`src/rtl/calc2_port_responder.sv`:
```
// rtl/calc2_port_responder.sv - calc2 single-port request responder (capture, FIFO, execute, respond)
//
// Optional feature macro: CALC2_TAG_CHECK_EN (duplicate-tag rejection, drives dup_tag_err)
//
// Ports:
//   c_clk        in   clock, rising edge
//   reset        in   asynchronous active-low reset
//   req_cmd_in   in   command: 1=add 2=sub 5=shl 6=shr 0=none, others invalid
//   req_data_in  in   operand1 in command cycle, operand2 in the following cycle
//   req_tag_in   in   request tag, sampled in command cycle
//   out_resp     out  00=none 01=success 10=overflow/underflow/invalid (one-cycle pulse)
//   out_data     out  result, 0 unless out_resp=01
//   out_tag      out  tag of the response, 0 when out_resp=00
//   ovf_err      out  sticky: a request was dropped on a full FIFO
//   dup_tag_err  out  sticky: a request was dropped for a duplicate tag (0 without the macro)
module calc2_port_responder #(
  parameter int DATA_W     = 32,
  parameter int TAG_W      = 2,
  parameter int FIFO_DEPTH = 4
) (
  input  logic              c_clk,
  input  logic              reset,
  input  logic [3:0]        req_cmd_in,
  input  logic [DATA_W-1:0] req_data_in,
  input  logic [TAG_W-1:0]  req_tag_in,
  output logic [1:0]        out_resp,
  output logic [DATA_W-1:0] out_data,
  output logic [TAG_W-1:0]  out_tag,
  output logic              ovf_err,
  output logic              dup_tag_err
);

  localparam int ADDR_W = $clog2(FIFO_DEPTH);

  localparam logic [3:0] CMD_ADD  = 4'd1;
  localparam logic [3:0] CMD_SUB  = 4'd2;
  localparam logic [3:0] CMD_SHL  = 4'd5;
  localparam logic [3:0] CMD_SHR  = 4'd6;
  localparam logic [1:0] RESP_OK  = 2'b01;
  localparam logic [1:0] RESP_ERR = 2'b10;

  typedef enum logic {IDLE, OP2} in_state_t;
  typedef enum logic [1:0] {E_IDLE, E_ARITH, E_SHIFT} ex_state_t;

  // Input capture
  in_state_t         in_state;
  logic [3:0]        cap_cmd;
  logic [TAG_W-1:0]  cap_tag;
  logic [DATA_W-1:0] cap_op1;

  // Pending-request FIFO
  logic [3:0]        fifo_cmd [FIFO_DEPTH];
  logic [TAG_W-1:0]  fifo_tag [FIFO_DEPTH];
  logic [DATA_W-1:0] fifo_op1 [FIFO_DEPTH];
  logic [DATA_W-1:0] fifo_op2 [FIFO_DEPTH];
  logic [ADDR_W-1:0] wr_ptr;
  logic [ADDR_W-1:0] rd_ptr;
  logic [ADDR_W:0]   count;

  // Execute engine
  ex_state_t         ex_state;
  logic [3:0]        ex_cmd;
  logic [TAG_W-1:0]  ex_tag;
  logic [DATA_W-1:0] acc;
  logic [DATA_W-1:0] ex_op2;
  logic [4:0]        cnt;

  logic              fifo_full;
  logic              fifo_empty;
  logic              do_pop;
  logic              push_req;
  logic              dup_hit;
  logic              do_push;
  logic [DATA_W:0]   sum;
  logic [3:0]        pop_cmd;
  logic [DATA_W-1:0] pop_op2;

  assign fifo_full  = (count == (ADDR_W+1)'(FIFO_DEPTH));
  assign fifo_empty = (count == '0);
  assign do_pop     = (ex_state == E_IDLE) && !fifo_empty;
  assign push_req   = (in_state == OP2);
  // A pop in the same cycle frees a slot, so a full FIFO can still accept.
  assign do_push    = push_req && !dup_hit && (!fifo_full || do_pop);
  assign sum        = {1'b0, acc} + {1'b0, ex_op2};
  assign pop_cmd    = fifo_cmd[rd_ptr];
  assign pop_op2    = fifo_op2[rd_ptr];

`ifdef CALC2_TAG_CHECK_EN
  logic [ADDR_W-1:0] off;
  logic              dup_err_q;

  // Live entries are those whose distance from rd_ptr is below count.
  always_comb begin
    off     = '0;
    dup_hit = (ex_state != E_IDLE) && (ex_tag == cap_tag);
    for (int i = 0; i < FIFO_DEPTH; i++) begin
      off = ADDR_W'(i) - rd_ptr;
      if (({1'b0, off} < count) && (fifo_tag[i] == cap_tag)) dup_hit = 1'b1;
    end
  end

  always_ff @(posedge c_clk or negedge reset) begin
    if (!reset) dup_err_q <= 1'b0;
    else if (push_req && dup_hit) dup_err_q <= 1'b1;
  end

  assign dup_tag_err = dup_err_q;
`else
  assign dup_hit     = 1'b0;
  assign dup_tag_err = 1'b0;
`endif

  // Input FSM: command cycle then operand2 cycle.
  always_ff @(posedge c_clk or negedge reset) begin
    if (!reset) begin
      in_state <= IDLE;
      cap_cmd  <= '0;
      cap_tag  <= '0;
      cap_op1  <= '0;
    end else begin
      case (in_state)
        IDLE: begin
          if (req_cmd_in != 4'd0) begin
            cap_cmd  <= req_cmd_in;
            cap_tag  <= req_tag_in;
            cap_op1  <= req_data_in;
            in_state <= OP2;
          end
        end
        default: in_state <= IDLE;
      endcase
    end
  end

  // FIFO storage carries no reset; validity comes from count.
  always_ff @(posedge c_clk) begin
    if (do_push) begin
      fifo_cmd[wr_ptr] <= cap_cmd;
      fifo_tag[wr_ptr] <= cap_tag;
      fifo_op1[wr_ptr] <= cap_op1;
      fifo_op2[wr_ptr] <= req_data_in;
    end
  end

  always_ff @(posedge c_clk or negedge reset) begin
    if (!reset) begin
      wr_ptr  <= '0;
      rd_ptr  <= '0;
      count   <= '0;
      ovf_err <= 1'b0;
    end else begin
      if (do_push) wr_ptr <= wr_ptr + ADDR_W'(1);
      if (do_pop)  rd_ptr <= rd_ptr + ADDR_W'(1);
      case ({do_push, do_pop})
        2'b10:   count <= count + (ADDR_W+1)'(1);
        2'b01:   count <= count - (ADDR_W+1)'(1);
        default: count <= count;
      endcase
      if (push_req && !dup_hit && fifo_full && !do_pop) ovf_err <= 1'b1;
    end
  end

  // Execute FSM with registered one-cycle response outputs.
  always_ff @(posedge c_clk or negedge reset) begin
    if (!reset) begin
      ex_state <= E_IDLE;
      ex_cmd   <= '0;
      ex_tag   <= '0;
      acc      <= '0;
      ex_op2   <= '0;
      cnt      <= '0;
      out_resp <= '0;
      out_data <= '0;
      out_tag  <= '0;
    end else begin
      out_resp <= 2'b00;
      out_data <= '0;
      out_tag  <= '0;
      case (ex_state)
        E_IDLE: begin
          if (do_pop) begin
            ex_cmd   <= pop_cmd;
            ex_tag   <= fifo_tag[rd_ptr];
            acc      <= fifo_op1[rd_ptr];
            ex_op2   <= pop_op2;
            cnt      <= pop_op2[4:0];
            ex_state <= (pop_cmd == CMD_SHL || pop_cmd == CMD_SHR) ? E_SHIFT : E_ARITH;
          end
        end
        E_ARITH: begin
          out_tag  <= ex_tag;
          ex_state <= E_IDLE;
          case (ex_cmd)
            CMD_ADD: begin
              if (sum[DATA_W]) out_resp <= RESP_ERR;
              else begin
                out_resp <= RESP_OK;
                out_data <= sum[DATA_W-1:0];
              end
            end
            CMD_SUB: begin
              if (ex_op2 > acc) out_resp <= RESP_ERR;
              else begin
                out_resp <= RESP_OK;
                out_data <= acc - ex_op2;
              end
            end
            default: out_resp <= RESP_ERR;
          endcase
        end
        E_SHIFT: begin
          if (cnt == 5'd0) begin
            out_resp <= RESP_OK;
            out_data <= acc;
            out_tag  <= ex_tag;
            ex_state <= E_IDLE;
          end else begin
            acc <= (ex_cmd == CMD_SHL) ? (acc << 1) : (acc >> 1);
            cnt <= cnt - 5'd1;
          end
        end
        default: ex_state <= E_IDLE;
      endcase
    end
  end

endmodule
```
`config.mk`:
```
export PLATFORM = sky130hd
export DESIGN_NAME = calc2_port_responder
export DESIGN_NICKNAME = d
export VERILOG_FILES = /design/src/rtl/calc2_port_responder.sv
export SDC_FILE = /design/constraint.sdc
export NUM_CORES = 1
export LEC_CHECK = 0
export ABC_CLOCK_PERIOD_IN_PS = 6740
export CAP_MARGIN = 20
export CORE_MARGIN = 1.5
export CORE_UTILIZATION = 60
export CTS_CLUSTER_DIAMETER = 100
export DETAILED_ROUTE_END_ITERATION = 8
export GPL_TIMING_DRIVEN = 0
export PLACE_DENSITY = 0.85
export SLEW_MARGIN = 20
export SYNTH_ARGS = -nofsm -noshare
export SYNTH_HDL_FRONTEND = slang
export SYNTH_SLANG_ARGS = --single-unit
```
`constraint.sdc`:
```
create_clock -name c_clk -period 6.74 [get_ports c_clk]
set_clock_uncertainty 0.15 [all_clocks]
set_input_delay 2.022 -clock c_clk [delete_from_list [all_inputs] [get_ports c_clk]]
set_output_delay 2.022 -clock c_clk [all_outputs]
set_load 0.02 [all_outputs]
```
# After elaboration in Yosys (flattened, before gate mapping)
# Memory sizes are Yosys's and may differ from the RTL's. A register that Yosys moved wholly into a read port is not among the register bits.
# Cells that the tools add are included.
[classes] n_bitwise=1 n_eq_ne=13 reduce_logical=20 addsub=7 n_lt_le_gt_ge=1 n_mux=28
[ops] cell="two-way mux 32 bit" count=6
[ops] cell="one-hot mux 32 bit (2 select lines)" count=3
[ops] cell="adder 32 x 32 -> 33 bit" count=1
[ops] cell="greater-than comparator 32 bit" count=1
[ops] cell="subtractor 32 bit" count=1
[ops] cell="one-hot mux 2 bit (2 select lines)" count=4
[ops] cell="equality test 4 x 3 -> 1 bit (second input constant)" count=3
[ops] cell="two-way mux 2 bit" count=6
[ops] cell="two-way mux 5 bit" count=2
[ops] cell="one-hot mux 5 bit (2 select lines)" count=1
[ops] cell="!= test 2 bit (second input constant)" count=3
[ops] cell="one-hot mux 3 bit (2 select lines)" count=1
[ops] cell="AND reduction 2 bit" count=3
[ops] cell="zero test 5 bit" count=1
[ops] cell="two-way mux 1 bit" count=5
[ops] cell="subtractor 5 x 1 -> 5 bit (second input constant)" count=1
[ops] cell="adder 2 x 1 -> 2 bit (second input constant)" count=2
[ops] cell="equality test 2 x 1 -> 1 bit (second input constant)" count=2
[ops] cell="equality test 2 bit (second input constant)" count=2
[ops] cell="equality test 4 x 1 -> 1 bit (second input constant)" count=1
[ops] cell="equality test 4 x 2 -> 1 bit (second input constant)" count=1
[ops] cell="logical AND 1 bit" count=4
[ops] cell="zero test 1 bit" count=4
[ops] cell="nonzero test 2 bit" count=2
[ops] cell="other kinds (9)" count=10
[word_totals] elab_cells=90 ramBits=280 reg_bits=158 mem_count=4
[memory_table] memory="fifo_op1" words=4 word_bits=32 rd=1 rd_clocked_by_memory_dff=0 wr=1 line="54" source="logic [DATA_W-1:0] fifo_op1 [FIFO_DEPTH];"
[memory_table] memory="fifo_op2" words=4 word_bits=32 rd=1 rd_clocked_by_memory_dff=0 wr=1 line="55" source="logic [DATA_W-1:0] fifo_op2 [FIFO_DEPTH];"
[memory_table] memory="fifo_cmd" words=4 word_bits=4 rd=1 rd_clocked_by_memory_dff=0 wr=1 line="52" source="logic [3:0] fifo_cmd [FIFO_DEPTH];"
[memory_table] memory="fifo_tag" words=4 word_bits=2 rd=1 rd_clocked_by_memory_dff=1 wr=1 line="53" source="logic [TAG_W-1:0] fifo_tag [FIFO_DEPTH];"

# Logic depth before layout (Yosys ltp)
[depth] depth_word=7 mapped_depth=14 depth_no_buf=13

# Worst setup path after synthesis
# No wires, ideal clock.
[synth_timing] kind="input-to-reg" start="in req_cmd_in[0]" end="reg cap_op1[15]" t_arrival_ps=3224 path_stages=5 required_time_ps=6465 n_path_buf=2 path_slack_ps=3241 cell_sequence="nor4_1 nor2_1 clkbuf_1 clkbuf_1 mux2_2"
[synth_between] elab_chain_len=2
[synth_rtl] item="from (decl)" line="23" source="input logic [3:0] req_cmd_in,"
[synth_rtl] item="nonzero test 4 bit" line="123" source="if (req_cmd_in != 4'd0) begin"
[synth_rtl] item="AND reduction 2 bit (no source line)"
[synth_rtl] item="to (signal assigned)" line="126" source="cap_op1 <= req_data_in;"
[synth_rtl] item="to (decl)" line="49" source="logic [DATA_W-1:0] cap_op1;"
# No other way between the ends.
# A chain may end at the register's enable or synchronous reset.

# Final worst setup path
[layout_timing] start="reg acc[0]" end="reg out_data[8]"
[layout_between] elab_chain_len=4 elab_cells_between_ends=7 classes_between="add/sub: 2; order compare: 1; mux: 4"
[layout_rtl] item="from (decl)" line="64" source="logic [DATA_W-1:0] acc;"
[layout_rtl] item="from (signal assigned)" line="184" source="acc <= fifo_op1[rd_ptr];"
[layout_rtl] item="from (signal assigned)" line="218" source="acc <= (ex_cmd == CMD_SHL) ? (acc << 1) : (acc >> 1);"
[layout_rtl] item="subtractor 32 bit (tied with other cells)" line="205" source="out_data <= acc - ex_op2;"
[layout_rtl] item="two-way mux 32 bit, on equally long branches" line="202, 195"
[layout_rtl] item="one-hot mux 32 bit (2 select lines) (*)" line="193" source="case (ex_cmd)"
[layout_rtl] item="one-hot mux 32 bit (2 select lines) (*)" line="179" source="case (ex_state)"
[layout_rtl] item="to (signal assigned)" line="198" source="out_data <= sum[DATA_W-1:0];"
[layout_rtl] item="to (signal assigned)" line="205"
[layout_rtl] item="to (decl)" line="27" source="output logic [DATA_W-1:0] out_data,"
# Every way passes the cells marked *; elsewhere a longest branch is shown, timed or not.

==> out/qor.yml <==
pwr:
  peakVddDrop_mv: 0.360
  power.density_nw_per_um2: 553
  leakagePower_nw: 8.87
setup_path:
  rrSetupSlack_ps: 2410
  path_max_fanout: 10
  cp.arrival_ps: 4660
  startpoint_type: "flip-flop"
  r2r-end: "out_data[8]$_DFF_PN0_"
  crit_required_ps: 7070
  critical_path.endpoint_type: "flip-flop"
  r2r_cells: 13
  worstReg2RegStart: "acc[0]$_DFFE_PN0P_"
  worst-setup-path-type: "flip-flop to flip-flop"
  endpoint: "out_data[8]$_DFF_PN0_"
  crit_start: "acc[0]$_DFFE_PN0P_"
placement:
  portBuffers: 76
  gp_congestion: 0.953
  dpl_cell_area_um2: 22100
  post-dp-hpwl_um: 35400
  dpl.cell_count: 2035
clock_network:
  cts_root_buf: "clkbuf_16"
  post_cts_resized: 0
  insertion_delay_ps: 570
  clkTransAtPathRegs_ps: 70
  cts_tree: "done"
  cts_sinks: 440
  hold_buffers: 0
  h-tree-depth: 2
  cts_setup_buffers: 0
  cts_buffers: 44
  cts_buffer_depth: 3
drt:
  vias: 13800
  dr.max_layer_used: "met4"
  met1Wirelength_um: 21600
  firstDrtPassIters: 6
  wl_met2_um: 26200
  ant_nets: 0
  drt-wirelength-per-cell_um: 25.5
  wl_met3_um: 4430
  vias_per_cell: 6.50
  routed_wl_um: 54100
  drc_errors: 0
  first_iter_violations: 1643
layout:
  finalNetCount: 1750
  layout-drive-gt1-share_pct: 15.8
  utilization_pct: 69.8
  synthToLayoutAreaGrowth_pct: 14.1
  stdcell_count: 2117
  stdcell_area_um2: 23500
  diodes: 0
floorplanning:
  start_util_pct: 61.1
  die_area_um2: 35500
  dieHeight_um: 188
  rows: 67
  coreArea_um2: 33700
  fp.dieW_um: 188
  ios: 78
global_route:
  grt_start_max_net_pins: 89
  grt_pass1_wl_um: 84000
  grt_pass1_vias: 14000
  overflow: 0
  grtUsageTotal_pct: 31.4
  antenna_found_initial: 0
logic_synthesis:
  synth_cell_types: 82
  synth_seq_area_share_pct: 60.2
  ys_ff_latch: 440
  synth_ff_type: "edfxtp_1"
  yosys_warnings: 0
  syn_area_um2: 20600
  synth_edf_count: 280
  synth_nets: 1623
  syn_avg_cell_area_um2: 13.7
  async_flop_share_pct: 36.4
  synthCells: 1506
sta:
  worst_slew_pin_slew_ps: 930
  setup_viol_count_final: 0
  fin_setup_tns_ps: 0
  hold_viol: 0
  whs_ps: 359
  slew_violations: 0
  grt_setup_unrepaired: "no"
  finalCritPeriodShare_pct: 64.2
  period_minus_slack_ps: 4330
  fmax_mhz: 231
  relSlewSlack_pct: 38.0
run_status:
  status: "complete, no violations"
run:
  cap_violations: 0
worst_hold_path:
  min_path_type: "flip-flop to flip-flop"
## cells in the mapped netlist, types with 12 or more instances
master / number / area, um2
edfxtp_1: 280 / 8410
dfrtp_1: 160 / 4000
a21oi_1: 103 / 515
nor2_1: 100 / 375
nand2_1: 89 / 334
inv_1: 80 / 300
o21ai_0: 76 / 380
mux2_2: 75 / 845
ha_1: 74 / 926
mux4_2: 70 / 1580
clkbuf_1: 50 / 188
mux2i_1: 32 / 320
o21bai_1: 22 / 165
a22o_1: 17 / 149
a21o_1: 15 / 113
a221o_1: 14 / 140
buf_2: 14 / 70.1
nor4_1: 13 / 81.3
buf_1: 12 / 45.0
nand2b_1: 12 / 75.1
nor2b_1: 12 / 75.1
o31ai_1: 12 / 90.1
## layout by cell type (no fill, tap or decap), drive strengths merged, types with 7 or more instances in the layout
cell type	instances
mux4	70
nor3	11
dfrtp	160
nor2	101
nand2b	12
a211oi	8
clkdlybuf4s50	75
inv	83
nand2	89
buf	33
mux2	75
a31oi	8
clkinv	12
o211ai	8
a21oi	103
o21bai	22
ha	74
a221o	14
xnor2	10
clkbuf	113
and2	7
a22o	17
o221ai	11
edfxtp	280
nor4	13
nand3	10
mux2i	32
nor2b	12
o21ai	80
o31ai	13
a21o	15
o22ai	7
## kinds of logic after synthesis
logic type	share of synthesized area [%]
AOI/OAI and AO/OA	11.9
DFF	60.2
other	0.0182
buffers and inverters	3.12
adders and majority gates	4.79
and+or+nand+nor	6.02
xor gates and xnor gates	0.595
muxes	13.3
## metrics by stage
stage | setup slack (ps) | total power, mW
after detailed placement | 2090 | 10.3
after global placement | -3460 | 10.1
after CTS | 2490 | 12.9
after floorplan | 3240 | 8.54
after global routing | 2280 | 13.7
final | 2410 | 13.0
## area by class of cell
class	count	area, um2
clock inverters	23	233
inverters	81	304
plain buffers	81	342
multi-input cells	904	7560
repair buffers	81	888
fillers	2141	10200
well taps	448	561
clock buffers	59	1220
flip-flops and latches	440	12400
## sequential cells by signal, indices dropped and copies added (netlist names), 3 cells and up
name,cells
acc,32
cap_cmd,4
cap_op1,32
cnt,5
count,3
ex_cmd,4
ex_op2,32
fifo_cmd,16
fifo_op1,128
fifo_op2,128
fifo_tag,8
out_data,32
## per-layer routing
| layer | up-vias | track usage [%] |
|---|---|---|
| met5 | - | 0 |
| met1 | 6949 | 43.6 |
| met3 | 145 | 5.51 |
| li1 | 5966 | - |
| met4 | 0 | 11.4 |
| met2 | 702 | 50.5 |
## how the worst min path moves through the flow
stage / from / to / slack, ps / cells past startpoint
CTS: cap_cmd[3]$_DFFE_PN0P_ / fifo_cmd[2][3]$_DFFE_PP_ / 360 / 0
floorplan: count[2]$_DFFE_PN0P_ / count[2]$_DFFE_PN0P_ / 310 / 1
global placement: ovf_err$_DFFE_PN0P_ / ovf_err$_DFFE_PN0P_ / 320 / 1
finish: count[2]$_DFFE_PN0P_ / count[2]$_DFFE_PN0P_ / 360 / 1
detailed placement: ovf_err$_DFFE_PN0P_ / ovf_err$_DFFE_PN0P_ / 320 / 1
global route: cap_cmd[3]$_DFFE_PN0P_ / fifo_cmd[3][3]$_DFFE_PP_ / 390 / 0
## critical path: stages (launching register included)
cell	delay (ps)
dfrtp_1	400
inv_1	100
ha_1	220
fa_1	380
nand2b_1	160
a21oi_1	240
o221a_2	320
a21bo_2	240
a31oi_2	190
o41a_1	460
nor2_1	560
buf_2	440
a221o_1	210
a22o_1	190
## where the power goes
group / switching [mW] / internal, mW / total (mW) / leakage [nW]
Combinational: 3.68 / 2.44 / 6.11 / 3.65
Clock: 1.04 / 1.43 / 2.47 / 0.697
Sequential: 0.635 / 3.79 / 4.42 / 4.52
Total: 5.35 / 7.65 / 13.0 / 8.87
Power figures use the tool's default switching activity.
